<file path="src/rtl/param_stream_loader.sv">
// Parameter-load sequencer: walks the layer-descriptor table, fetches record words from external
// memory and streams them to each CiM as one start op followed by packed data ops.
module param_stream_loader #(
  parameter int unsigned N_STORAGE    = 16,
  parameter int unsigned NUM_CIMS     = 64,
  parameter int unsigned NUM_LAYERS   = 10,
  parameter int unsigned MAX_LEN      = 64,
  parameter int unsigned EXT_ADDR_W   = 15,
  parameter int unsigned CIM_ADDR_W   = 10,
  parameter int unsigned WORDS_PER_OP = 3,
  parameter int unsigned BUS_OP_WIDTH = 4,
  parameter logic [BUS_OP_WIDTH-1:0] OP_START = BUS_OP_WIDTH'(1),
  parameter logic [BUS_OP_WIDTH-1:0] OP_DATA  = BUS_OP_WIDTH'(2),
  parameter logic [BUS_OP_WIDTH-1:0] OP_NOP   = BUS_OP_WIDTH'(0),
  localparam int unsigned LW  = $clog2(MAX_LEN + 1),
  localparam int unsigned RW  = $clog2(NUM_CIMS + 1),
  localparam int unsigned TW  = $clog2(NUM_CIMS),
  localparam int unsigned CLW = $clog2(NUM_LAYERS)
) (
  input  logic                             clk,
  input  logic                             rst_n,
  input  logic                             start,
  input  logic                             abort,
  input  logic [NUM_LAYERS*EXT_ADDR_W-1:0] layer_base,
  input  logic [NUM_LAYERS*LW-1:0]         layer_len,
  input  logic [NUM_LAYERS*RW-1:0]         layer_num_rec,
  input  logic [NUM_LAYERS*CIM_ADDR_W-1:0] layer_cim_addr,
  output logic [EXT_ADDR_W-1:0]            ext_mem_addr,
  output logic                             ext_mem_rd,
  input  logic                             ext_mem_data_valid,
  input  logic [N_STORAGE-1:0]             ext_mem_data,
  input  logic                             bus_ready,
  output logic                             bus_drive,
  output logic [BUS_OP_WIDTH-1:0]          bus_op,
  output logic [3*N_STORAGE-1:0]           bus_data,
  output logic [TW-1:0]                    bus_target,
  output logic                             busy,
  output logic                             done,
  output logic [CLW-1:0]                   cur_layer
);

  typedef enum logic [2:0] {StIdle, StSetup, StStart, StFetch, StWait, StSend, StFin} state_e;

  state_e                state_q;
  logic [LW-1:0]         len_q;
  logic [LW-1:0]         word_q;
  logic [RW-1:0]         nrec_q;
  logic [RW-1:0]         rec_q;
  logic [CIM_ADDR_W-1:0] cim_q;
  logic [EXT_ADDR_W-1:0] ptr_q;
  logic [1:0]            slot_q;
  logic [N_STORAGE-1:0]  slot_data_q [3];

  logic [EXT_ADDR_W-1:0] base_arr [NUM_LAYERS];
  logic [LW-1:0]         len_arr  [NUM_LAYERS];
  logic [RW-1:0]         nrec_arr [NUM_LAYERS];
  logic [CIM_ADDR_W-1:0] cim_arr  [NUM_LAYERS];
  logic [NUM_LAYERS-1:0] nonempty;

  always_comb begin
    for (int l = 0; l < NUM_LAYERS; l++) begin
      base_arr[l] = layer_base[l*EXT_ADDR_W +: EXT_ADDR_W];
      len_arr[l]  = layer_len[l*LW +: LW];
      nrec_arr[l] = layer_num_rec[l*RW +: RW];
      cim_arr[l]  = layer_cim_addr[l*CIM_ADDR_W +: CIM_ADDR_W];
      nonempty[l] = (nrec_arr[l] != '0) && (len_arr[l] != '0);
    end
  end

  logic last_word, last_rec, last_layer, slot_full, more_layers, sel_empty;
  logic [3*N_STORAGE-1:0] merged;

  assign last_word  = (word_q == len_q - LW'(1));
  assign last_rec   = (rec_q == nrec_q - RW'(1));
  assign last_layer = (cur_layer == CLW'(NUM_LAYERS - 1));
  assign slot_full  = (slot_q == 2'(WORDS_PER_OP - 1));
  assign sel_empty  = !nonempty[cur_layer];

  // Lets bus_drive drop right after the final op when only empty layers remain.
  always_comb begin
    more_layers = 1'b0;
    for (int l = 0; l < NUM_LAYERS; l++) begin
      if (l > int'(cur_layer) && nonempty[l]) more_layers = 1'b1;
    end
  end

  always_comb begin
    merged = '0;
    for (int k = 0; k < 3; k++) begin
      merged[k*N_STORAGE +: N_STORAGE] = (slot_q == 2'(k)) ? ext_mem_data : slot_data_q[k];
    end
  end

  function automatic logic [3*N_STORAGE-1:0] start_payload(input logic [LW-1:0] len,
                                                          input logic [CIM_ADDR_W-1:0] cim);
    return {N_STORAGE'(0), N_STORAGE'(len), N_STORAGE'(cim)};
  endfunction

  always_ff @(posedge clk or negedge rst_n) begin
    if (!rst_n) begin
      state_q      <= StIdle;
      len_q        <= '0;
      word_q       <= '0;
      nrec_q       <= '0;
      rec_q        <= '0;
      cim_q        <= '0;
      ptr_q        <= '0;
      slot_q       <= '0;
      for (int k = 0; k < 3; k++) slot_data_q[k] <= '0;
      ext_mem_addr <= '0;
      ext_mem_rd   <= 1'b0;
      bus_drive    <= 1'b0;
      bus_op       <= OP_NOP;
      bus_data     <= '0;
      bus_target   <= '0;
      busy         <= 1'b0;
      done         <= 1'b0;
      cur_layer    <= '0;
    end else if (abort) begin
      state_q    <= StIdle;
      ext_mem_rd <= 1'b0;
      bus_drive  <= 1'b0;
      bus_op     <= OP_NOP;
      bus_data   <= '0;
      busy       <= 1'b0;
      done       <= 1'b0;
    end else begin
      case (state_q)
        StIdle: begin
          done <= 1'b0;
          if (start) begin
            state_q   <= StSetup;
            busy      <= 1'b1;
            cur_layer <= '0;
          end
        end
        StSetup: begin
          len_q  <= len_arr[cur_layer];
          nrec_q <= nrec_arr[cur_layer];
          cim_q  <= cim_arr[cur_layer];
          ptr_q  <= base_arr[cur_layer];
          rec_q  <= '0;
          if (sel_empty) begin
            if (last_layer) begin
              state_q   <= StFin;
              done      <= 1'b1;
              busy      <= 1'b0;
              bus_drive <= 1'b0;
            end else begin
              cur_layer <= cur_layer + CLW'(1);
            end
          end else begin
            state_q    <= StStart;
            bus_drive  <= 1'b1;
            bus_op     <= OP_START;
            bus_target <= '0;
            bus_data   <= start_payload(len_arr[cur_layer], cim_arr[cur_layer]);
          end
        end
        StStart: begin
          if (bus_ready) begin
            bus_op       <= OP_NOP;
            bus_data     <= '0;
            word_q       <= '0;
            slot_q       <= '0;
            for (int k = 0; k < 3; k++) slot_data_q[k] <= '0;
            ext_mem_rd   <= 1'b1;
            ext_mem_addr <= ptr_q;
            ptr_q        <= ptr_q + EXT_ADDR_W'(1);
            state_q      <= StFetch;
          end
        end
        StFetch: begin
          ext_mem_rd <= 1'b0;
          state_q    <= StWait;
        end
        StWait: begin
          if (ext_mem_data_valid) begin
            if (slot_full || last_word) begin
              state_q    <= StSend;
              bus_op     <= OP_DATA;
              bus_data   <= merged;
              bus_target <= TW'(rec_q);
              for (int k = 0; k < 3; k++) slot_data_q[k] <= '0;
            end else begin
              slot_data_q[slot_q] <= ext_mem_data;
              slot_q       <= slot_q + 2'd1;
              word_q       <= word_q + LW'(1);
              ext_mem_rd   <= 1'b1;
              ext_mem_addr <= ptr_q;
              ptr_q        <= ptr_q + EXT_ADDR_W'(1);
              state_q      <= StFetch;
            end
          end
        end
        StSend: begin
          if (bus_ready) begin
            bus_op   <= OP_NOP;
            bus_data <= '0;
            if (!last_word) begin
              word_q       <= word_q + LW'(1);
              slot_q       <= '0;
              ext_mem_rd   <= 1'b1;
              ext_mem_addr <= ptr_q;
              ptr_q        <= ptr_q + EXT_ADDR_W'(1);
              state_q      <= StFetch;
            end else if (!last_rec) begin
              rec_q      <= rec_q + RW'(1);
              bus_op     <= OP_START;
              bus_target <= TW'(rec_q + RW'(1));
              bus_data   <= start_payload(len_q, cim_q);
              state_q    <= StStart;
            end else if (!last_layer && more_layers) begin
              cur_layer <= cur_layer + CLW'(1);
              state_q   <= StSetup;
            end else begin
              state_q   <= StFin;
              done      <= 1'b1;
              busy      <= 1'b0;
              bus_drive <= 1'b0;
            end
          end
        end
        StFin: begin
          done      <= 1'b0;
          bus_drive <= 1'b0;
          state_q   <= StIdle;
        end
        default: state_q <= StIdle;
      endcase
    end
  end

endmodule

</file>
<file path="config.mk">
export PLATFORM = sky130hd
export DESIGN_NAME = param_stream_loader
export DESIGN_NICKNAME = d
export VERILOG_FILES = /design/src/rtl/param_stream_loader.sv
export SDC_FILE = /design/constraint.sdc
export NUM_CORES = 1
export LEC_CHECK = 0
export ABC_AREA = 1
export ABC_CLOCK_PERIOD_IN_PS = 2350
export CAP_MARGIN = 20
export CELL_PAD_IN_SITES_DETAIL_PLACEMENT = 1
export CELL_PAD_IN_SITES_GLOBAL_PLACEMENT = 1
export CORE_MARGIN = 4
export CORE_UTILIZATION = 28
export CTS_CLUSTER_SIZE = 28
export DETAILED_ROUTE_END_ITERATION = 6
export GPL_ROUTABILITY_DRIVEN = 0
export GPL_TIMING_DRIVEN = 0
export PLACE_DENSITY = 0.84
export SYNTH_ARGS = -nofsm -noshare
export SYNTH_HDL_FRONTEND = slang
export SYNTH_SLANG_ARGS = --single-unit
</file>
<file path="constraint.sdc">
create_clock -name clk -period 2.35 [get_ports clk]
set_input_delay 0.47 -clock clk [delete_from_list [all_inputs] [get_ports clk]]
set_output_delay 0.47 -clock clk [all_outputs]
set_load 0.005 [all_outputs]
</file>
---- After elaboration in Yosys (flattened, before gate mapping) ----
Index checks and enable logic that the tools add are counted.
operators by class
  $add $sub $neg .......................... 7
  magnitude comparators ................... 13
  mux-type cells .......................... 132
  reductions and logical operators ........ 70
  bitwise logic cells ..................... 3
  equal/unequal tests ..................... 39
operators with widths
  operator            number
  $mux 48             8
  $pmux 48 s4         1
  $mux 15             12
  $reduce_bool 7->1   20
  $pmux 48 s2         1
  $mux 7              12
  $mux 16             4
  $bmux 15 s4         1
  $pmux 15 s4         1
  $bmux 7 s4          2
  $mux 4              13
  $bwmux 48           1
  $mux 23             2
  $pmux 15 s3         1
  $bmux 10 s4         1
  $ne 3x3->1 const B  13
  $mux 6              6
  $mux 1              35
  $mux 3              11
  $demux 16 s2        1
  $ne 2x2->1 const B  14
  $logic_and 1x1->1   21
  $pmux 7 s3          1
  $reduce_and 7->1    3
  50 further kinds    79
storage, ports and cells
  output and inout port bits .............. 81
  logic and storage cells ................. 284
  register bits ........................... 187
  bits of input ports ..................... 412

---- Longest topological paths before layout ----
Gate-level depths: netlist (run 1).
  depth in word-level cells ............... 19
  depth in mapped cells ................... 18
  depth with buffers taken out ............ 18

---- Worst setup path before layout (run 1) ----
Ideal clock, no wire load.
  path kind ............................... register to register
  start ................................... register cur_layer[0]
  end ..................................... register cur_layer[3]
  path buffers ............................ 4
  cell stages (with the launch flop) ...... 17
  period minus slack after synthesis ...... 2,512 ps
  data arrival time ....................... 2,446 ps
  setup time .............................. 66 ps
  setup slack ............................. -162 ps
  path through ............................ dfrtp_1 -> inv_2 -> buf_2 -> buf_2 -> clkbuf_1 -> clkbuf_1 -> ha_1 -> nor3_1 -> nand3_1 -> nand2_1 -> nor2_1 -> nand3_1 -> o21ai_0 -> nor2_1 -> nand2_1 -> nand2_1 -> nand2_1
between the ends
  word-level cells in the longest chain between the ends .. 14
ends and longest elaborated chain
  element                            RTL line  RTL
  start: declaration                 39        output logic [CLW-1:0] cur_layer
  start signal: assignment           150       cur_layer <= cur_layer + CLW'(1);
  start signal: assignment           214       cur_layer <= cur_layer + CLW'(1);
  $gt 1x4->1                         83        if (l > int'(cur_layer) && nonempty[l]) more_layers = 1'b1;
  $logic_and 1x1->1                  83
  $mux 1 (9 in series)               83
  $logic_and 1x1->1                  213       end else if (!last_layer && more_layers) begin
  $ne 2x2->1 (no source line)        -
  $reduce_and 9->1 (no source line)  -
Parallel ways exist; a longest one is shown, timed or not. The select of a mux whose other input is x is not followed.
A chain may end at the register's enable or synchronous reset.

---- Final worst setup path (run 1) ----
  start ................................... register len_q[5]
  end ..................................... register bus_data[11]
between the ends
  word-level cells in the longest chain between the ends .. 6
ends and longest elaborated chain
  element                   RTL line  RTL
  start: declaration        45        logic [LW-1:0] len_q;
  start signal: assignment  138       len_q <= len_arr[cur_layer];
  $sub 7x1->7 *             73        assign last_word = (word_q == len_q - LW'(1));
  $eq 7x7->1 *              73
  $mux 23                   200       if (!last_word) begin
  $mux 48                   197       if (bus_ready) begin
  $pmux 48 s4               128       case (state_q)
  $mux 48                   119       end else if (abort) begin
  end signal: assignment    157       bus_data <= start_payload(len_arr[cur_layer], cim_arr[cur_layer]);
  end signal: assignment    182       bus_data <= merged;
  end signal: assignment    211       bus_data <= start_payload(len_q, cim_q);
  end: declaration          35        output logic [3*N_STORAGE-1:0] bus_data,
Every way passes the cells marked *; elsewhere a longest branch is shown, timed or not. The select of a mux whose other input is x is not followed.

==> flow_summary.toml, run 1 <==
[timing]
tightest_slew_ns = 0.852
period_needed_ns = 2.50
maxSlewViolCount = 0
setup_ws_ns = -0.151
relSlewSlack_pct = 43.2
hold_viol_final = 0
rsz0062_at_grt = "yes"
worst_clock_skew_ns = 0.0149
finalSetupViolCount = 84
fmax_mhz = 400
min_period_over_period_pct = 106

[setup_path]
start_kind = "flop"
rrSetupSlack_ns = -0.15
critPathArrivalTime_ns = 2.84
worstPathCellList = "nor2_1 -> nand4_1 -> nand3_1 -> nand2_1 -> nor2_4 -> nand2_4 -> nand3_2 -> nand2_2 -> a21oi_4 -> buf_12 -> inv_16 -> clkbuf_16 -> nand2_1 -> nand2_1"
critPathMaxStageDelay_ns = 0.49
crit_required_ns = 2.69
criticalPathCategory = "reg -> reg"
crit_top_cell = "nand2_1"
crit_slowest_cell = "dfrtp_1"
endpoint_kind = "flop"
critPathMaxFanout = 9

[logic_synthesis]
muxShareOfSynthArea_pct = 0.442
syn-cell-area_um2 = 13600
syn_inst = 2138
syn_avg_cell_area_um2 = 6.36
synth_compound_area_share_pct = 18.0
yosys.area.top_type = "dfrtp_1"
synth_edf_count = 0
yosys-top-cells-area = "dfrtp_1 34%, nand2_1 19%, o21ai_0 8.5%"
ys_warn_count = 0
ys_async_sr_fraction_pct = 100
yosysTopAreaCellShare_pct = 34.1
ys_seq_elements = 185
synthSimpleGateAreaFrac_pct = 36.6
ys_seq_area_share_pct = 34.1
synth_xor_xnor_area_share_pct = 1.22
synthFlopType = "dfrtp_1"
synth_top_family_by_area = "simple AND/OR/NAND/NOR gates"
synth_cell_types = 50
synth_fa_ha_area_share_pct = 1.01

[power_and_ir_drop]
p_clk_share_pct = 13.3
p_per_area_nw_per_um2 = 986
p_seq_share_pct = 22.6
p_sw_share_pct = 50.2
irDropWorstVdd_uv = 600
switchingPower_uw = 10500
p_int_uw = 10400
p_leak_uw = 0.00941
p_comb_share_pct = 64.0
power_uw = 20900

[cts]
clock_path_buffers = 2
cts-root-buf = "clkbuf_16"
path_clk_slew_ns = 0.08
cts_tree = "built"
cts.sinks = 185
clk_latency_ns = 0.46
cts_made_buffers = 17
cts_htree_levels = 4

[detailed_routing]
wl_per_cell_um = 26.0
drtIter0Drc = 1672
drcViolationCount = 0
ant_nets = 0
routed_via_density = 5.60
postRouteWirelength_mm = 86.5
num_vias = 18700
drtPass1Iterations = 5

[global_route]
grt.total_usage_pct = 30.6
grt_max_degree = 96
gr-total-overflow = 0
antenna_found_initial = 11
grt_pass1_wl_mm = 122
grt_pass1_vias = 19200

[status]
outcome = "finished, violations left"
violations = "setup timing"

[min_path]
hp-class = "in -> async"

[placement]
placed_cell_area_um2 = 19300
dpl.hpwl_mm = 68.1
portBuffers = 489
pre_cts_ws_ns = -0.760

[floorplan]
start_util_pct = 28.4
fp.dieH_um = 228
coreArea_um2 = 47800
rows = 80
io-pin-count = 493
die_x_um = 228
dieArea_um2 = 52100

[cells_and_area]
final_area_um2 = 21300
area_growth_pct = 56.4
drive_gt1_share_pct = 12.1
finish.utilization_pct = 44.4
fill_cells = 6098
final_nets = 3117

[run]
cap_violations = 0
-- cells in the mapped netlist, types with 12 or more instances --
| master | instances |
|---|---|
| nand2_1 | 695 |
| nor2_1 | 233 |
| o21ai_0 | 231 |
| nand3_1 | 211 |
| dfrtp_1 | 185 |
| inv_1 | 137 |
| clkbuf_1 | 81 |
| a21oi_1 | 43 |
| o31ai_1 | 32 |
| o22ai_1 | 30 |
| a22oi_1 | 27 |
| nor3_1 | 26 |
| o21ai_1 | 25 |
| buf_2 | 22 |
| nand4_1 | 18 |
| buf_1 | 13 |
| inv_2 | 12 |
-- final timing paths --
kind | to | cells after the start | start
worst max-delay path | bus_data[11] | 14 | len_q[5]
worst min-delay path | bus_target[5] | 1 | rst_n
worst max register to register | bus_data[11] | 14 | len_q[5]
worst min register to register | ext_mem_addr[2] | 2 | ext_mem_addr[2]
max in group asynchronous | slot_data_q[7] | 2 | rst_n
min in group clk | ext_mem_addr[2] | 2 | ext_mem_addr[2]
-- what timing repair did --
item / 4_1_cts / 5_1_grt
endpoints found under the hold margin: 0 / 0
endpoints found under the setup margin: 179 / 176
resized for setup: 175 / 166
pin swaps: 16 / 43
hold buffers: 0 / 0
setup buffers: 19 / 20
cloned: 0 / 8
-- layout make-up --
class	instances	area (um^2)	share of cell area, %
Multi-Input combinational cell	1676	8350	39.3
Timing Repair Buffer	535	5390	25.4
Sequential cell	185	4640	21.8
Buffer	128	943	4.44
Tap cell	615	769	3.62
Inverter	151	598	2.81
Clock buffer	20	447	2.10
Clock inverter	12	92.6	0.436
Antenna cell	10	25.0	0.118
-- sequential cells by signal, indices dropped and copies added, names as in the netlist, 3 cells and up --
name and count:
slot_data_q 48, ext_mem_addr 15, rec_q 7, state_q 3, ptr_q 15, nrec_q 7, word_q 7, cim_q 10
cur_layer 4, bus_data 48, len_q 7, bus_target 6
-- critical path: cells and delay by family, from the launching register on --
| family | cells | cell delay, ns |
|---|---|---|
| buffers and inverters | 3 | 0.42 |
| AOI/OAI and AO/OA | 1 | 0.14 |
| and+or+nand+nor | 10 | 1.28 |
| DFF | 1 | 0.49 |
-- per-layer routing --
layer	routed length [um]	track usage (%)	part of all wire, %
met1	31000	35.0	36
met2	41900	53.1	48
met3	6840	5.45	7.9
met4	6750	19.0	7.8
met5	14	0	0.016
-- stage by stage --
stage	TNS [ns]	hold WS, ns	cells
floorplan	0	0.174	2139
global placement	-1355.83	0.460	3243
detailed placement	-80.35	0.460	3244
CTS	-0.0352	0.0684	3295
global route	-17.67	0.0880	3332
finish	-6.99	0.00793	3332
-- layout by cell type, fill, tap and decap left out, drive strengths merged, types with 2 or more instances in the layout --
| cell | netlist | layout |
|---|---|---|
| o211ai | 8 | 8 |
| or2 | 6 | 6 |
| clkbuf | 81 | 102 |
| o22ai | 30 | 30 |
| nor2 | 241 | 241 |
| mux2i | 6 | 6 |
| o2111ai | 3 | 3 |
| o31ai | 32 | 32 |
| nand2 | 700 | 701 |
| diode | 0 | 10 |
| o221ai | 3 | 3 |
| dfrtp | 185 | 185 |
| ha | 11 | 11 |
| nor3 | 28 | 28 |
| buf | 48 | 93 |
| a21oi | 45 | 45 |
| nand4 | 18 | 18 |
| xor2 | 11 | 11 |
| a31oi | 6 | 6 |
| clkinvlp | 0 | 3 |
| xnor2 | 8 | 8 |
| conb | 1 | 2 |
| clkinv | 1 | 6 |
| o21ai | 258 | 258 |
| o21a | 11 | 11 |
| nand3 | 212 | 213 |
| clkdlybuf4s50 | 0 | 488 |
| a22oi | 27 | 27 |
| inv | 150 | 154 |
-- kinds of logic after synthesis --
| group | count (synthesis) |
|---|---|
| simple gates | 1207 |
| compound gates | 429 |
| buf+inv | 280 |
| flops | 185 |
| xor+xnor | 19 |
| fa+ha+maj | 11 |
| mux | 6 |
| other cells | 1 |
-- power by group through the flow --
stage,Combinational [uW],Clock (uW),Sequential (uW)
after floorplan,6100,0,4540
final,13400,2800,4740
after global routing,14200,2940,4840
after global placement,10600,0,4660
after CTS,11800,2800,4660
after detailed placement,11000,0,4700
(Power assumes the default switching activity.)
==> run 2, diff against run 1 <==
- GPL_ROUTABILITY_DRIVEN: 0 -> 1
==> run 2 against run 1 <==
Net effect:
- the flow still finishes with violations (setup timing)
- flip-flop and latch count unchanged
- count of clock-buffer cells in the layout decreased by 2
- non-clock buffer count up 9
- core utilization increased by 0.45 points
- worst setup slack improved by 0.089 ns
- wire length up 0.47%
- register-to-register slack improved by 0.11 ns
- die area unchanged
- final cell count grew 0.12%
==> flow_summary.toml, run 2 (synthesis results as in run 1) <==
[status]
outcome = "finished, violations left"
violations = "setup timing"

[detailed_routing]
num_vias = 18200
wl_per_cell_um = 26.1
drtIter0Drc = 1466
drtPass1Iterations = 5
postRouteWirelength_mm = 86.9
routed_via_density = 5.44
drcViolationCount = 0
ant_nets = 0

[setup_path]
start_kind = "primary input"
critPathArrivalTime_ns = 2.75
crit_top_cell = "nand3_1"
timing.rr.end = "bus_data[29]"
rr_worst_depth = 15
criticalPathCategory = "in -> reg"
crit_required_ns = 2.69
critPathLaunch = "layer_len[17]"
crit_slowest_cell = "clkdlybuf4s50_1"
rr_startpoint = "len_q[1]"
endpoint_kind = "flop"
critPathMaxStageDelay_ns = 0.62
critPathMaxFanout = 10
crit_end = "bus_data[29]"
rrSetupSlack_ns = -0.04
worstPathCellList = "clkdlybuf4s50_1 -> nor2_1 -> nand3_1 -> nand3_1 -> nand3_1 -> nand2_1 -> nand2_1 -> nand3_4 -> a21oi_4 -> buf_12 -> inv_16 -> clkbuf_16 -> nand2_2 -> nand2_2"

[cells_and_area]
final_nets = 3125
drive_gt1_share_pct = 12.9
mostFrequentLayoutCells = "671 x nand2_1, 487 x clkdlybuf4s50_1, 214 x nor2_1, 211 x o21ai_0, 181 x nand3_1"
area.sequential_um2 = 4640
area_growth_pct = 58.0
fill_cells = 6027
finish.utilization_pct = 44.9
top_regs = "bus_data (48), slot_data_q (48)"
final_common_cell = "nand2_1"
multiInputGateArea_um2 = 8420
final_area_um2 = 21500

[cts]
cts_htree_levels = 4
cts.sinks = 185
clock_path_buffers = 2
clk_latency_ns = 0.46
cts_made_buffers = 17
cts-root-buf = "clkbuf_16"
path_clk_slew_ns = 0.07
cts_tree = "built"

[global_route]
grt_pass1_vias = 19000
grt.total_usage_pct = 31.2
gr-total-overflow = 0
grt_max_degree = 124
grtUsageMet2_pct = 55.4
grt.met1_usage_pct = 35.1
grt_util_met3_pct = 6.06
busiest_layer = "met2"
antenna_found_initial = 9
grt_pass1_wl_mm = 123

[floorplan]
rows = 80
io-pin-count = 493
fp.dieH_um = 228
coreArea_um2 = 47800
die_x_um = 228
start_util_pct = 28.4
dieArea_um2 = 52100

[timing]
fmax_mhz = 415
rsz0062_at_grt = "yes"
timing.hold.ws_ns = 0.477
setup_ws_ns = -0.0623
maxSlewViolCount = 0
min_period_over_period_pct = 103
hold_viol_final = 0
tightest_slew_ns = 0.811
period_needed_ns = 2.41
finalSetupViolCount = 45
relSlewSlack_pct = 45.9
worst_clock_skew_ns = 0.0136

[power_and_ir_drop]
irDropWorstVdd_uv = 469
p_per_area_nw_per_um2 = 990
p_leak_uw = 0.00951

[placement]
pre_cts_ws_ns = -0.838
place_congestion = 1.02
dpl.hpwl_mm = 70.6
portBuffers = 489
placed_cell_area_um2 = 19300

[run]
cap_violations = 0

[min_path]
hp-class = "reg -> reg"
==> run 2: changes by cell type in the layout (fill, tap and decap cells not counted), moves of 4 or more <==
cell,previous run,this run
diode_2,10,6
nand3_1,190,181
o21ai_1,33,29
nor2_2,8,12
nand3_2,21,27
buf_4,56,64
==> run 2: metrics by stage <==
step / setup TNS (ns) / std cells / power (uW)
6_report: -0.948 / 3336 / 21200
5_1_grt: -5.70 / 3334 / 22400
4_1_cts: -0.0560 / 3296 / 19700
3_3_place_gp: -1384.16 / 3243 / 15400
3_5_place_dp: -89.11 / 3244 / 15800
2_1_floorplan: 0 / 2139 / 10600
==> run 2: how the worst min path moves through the flow <==
stage / start / end / slack [ns] / cells past startpoint
after detailed placement: rst_n / bus_target[5] / 0.45 / 1
after CTS: done / done / 0.48 / 2
final: bus_op[0] / bus_op[0] / 0.48 / 2
after global routing: ext_mem_addr[1] / ext_mem_addr[1] / 0.51 / 2
after floorplan: rst_n / bus_data[0] / 0.17 / 0
after global placement: ext_mem_addr[0] / ext_mem_addr[0] / 0.46 / 2
==> run 2: what timing repair did <==
item / CTS / global route
hold buffers: 1 / 0
pin swaps: 13 / 35
endpoints found under the hold margin: 62 / 0
cloned: 1 / 8
endpoints found under the setup margin: 183 / 176
buffers inserted: 20 / 27
resized for setup: 189 / 155
==> run 2: layout make-up <==
class                      count  share of cell area (%)
multi-input combinational   1675                    39.2
timing repair buffer         546                    25.6
sequential                   185                    21.6
buffer                       126                    4.28
tap                          615                    3.58
inverter                     151                    2.79
clock buffer                  18                    2.00
clock inverter                14                   0.868
antenna                        6                  0.0699
==> run 2: power by group <==
part	internal (uW)	switching (uW)	leakage, uW
Clock	1700	1420	0.000288
Sequential	4000	702	0.00246
Combinational	5060	8360	0.00676
Total	10800	10500	0.00951
==> run 2: layer usage <==
| layer | share of wire [%] | vias to the layer above |
|---|---|---|
| met3 | 6.7 | 240 |
| met4 | 6.3 | 6 |
| met2 | 50 | 844 |
| met1 | 37 | 8875 |
| li1 | - | 8185 |
| met5 | 0.047 | - |
==> run 2: worst max-delay path: cells and delay by family <==
kind | cells | cell delay, ns
buffers and inverters | 4 | 1.04
AO/OA/AOI/OAI | 1 | 0.18
AND/OR/NAND/NOR | 9 | 1.05
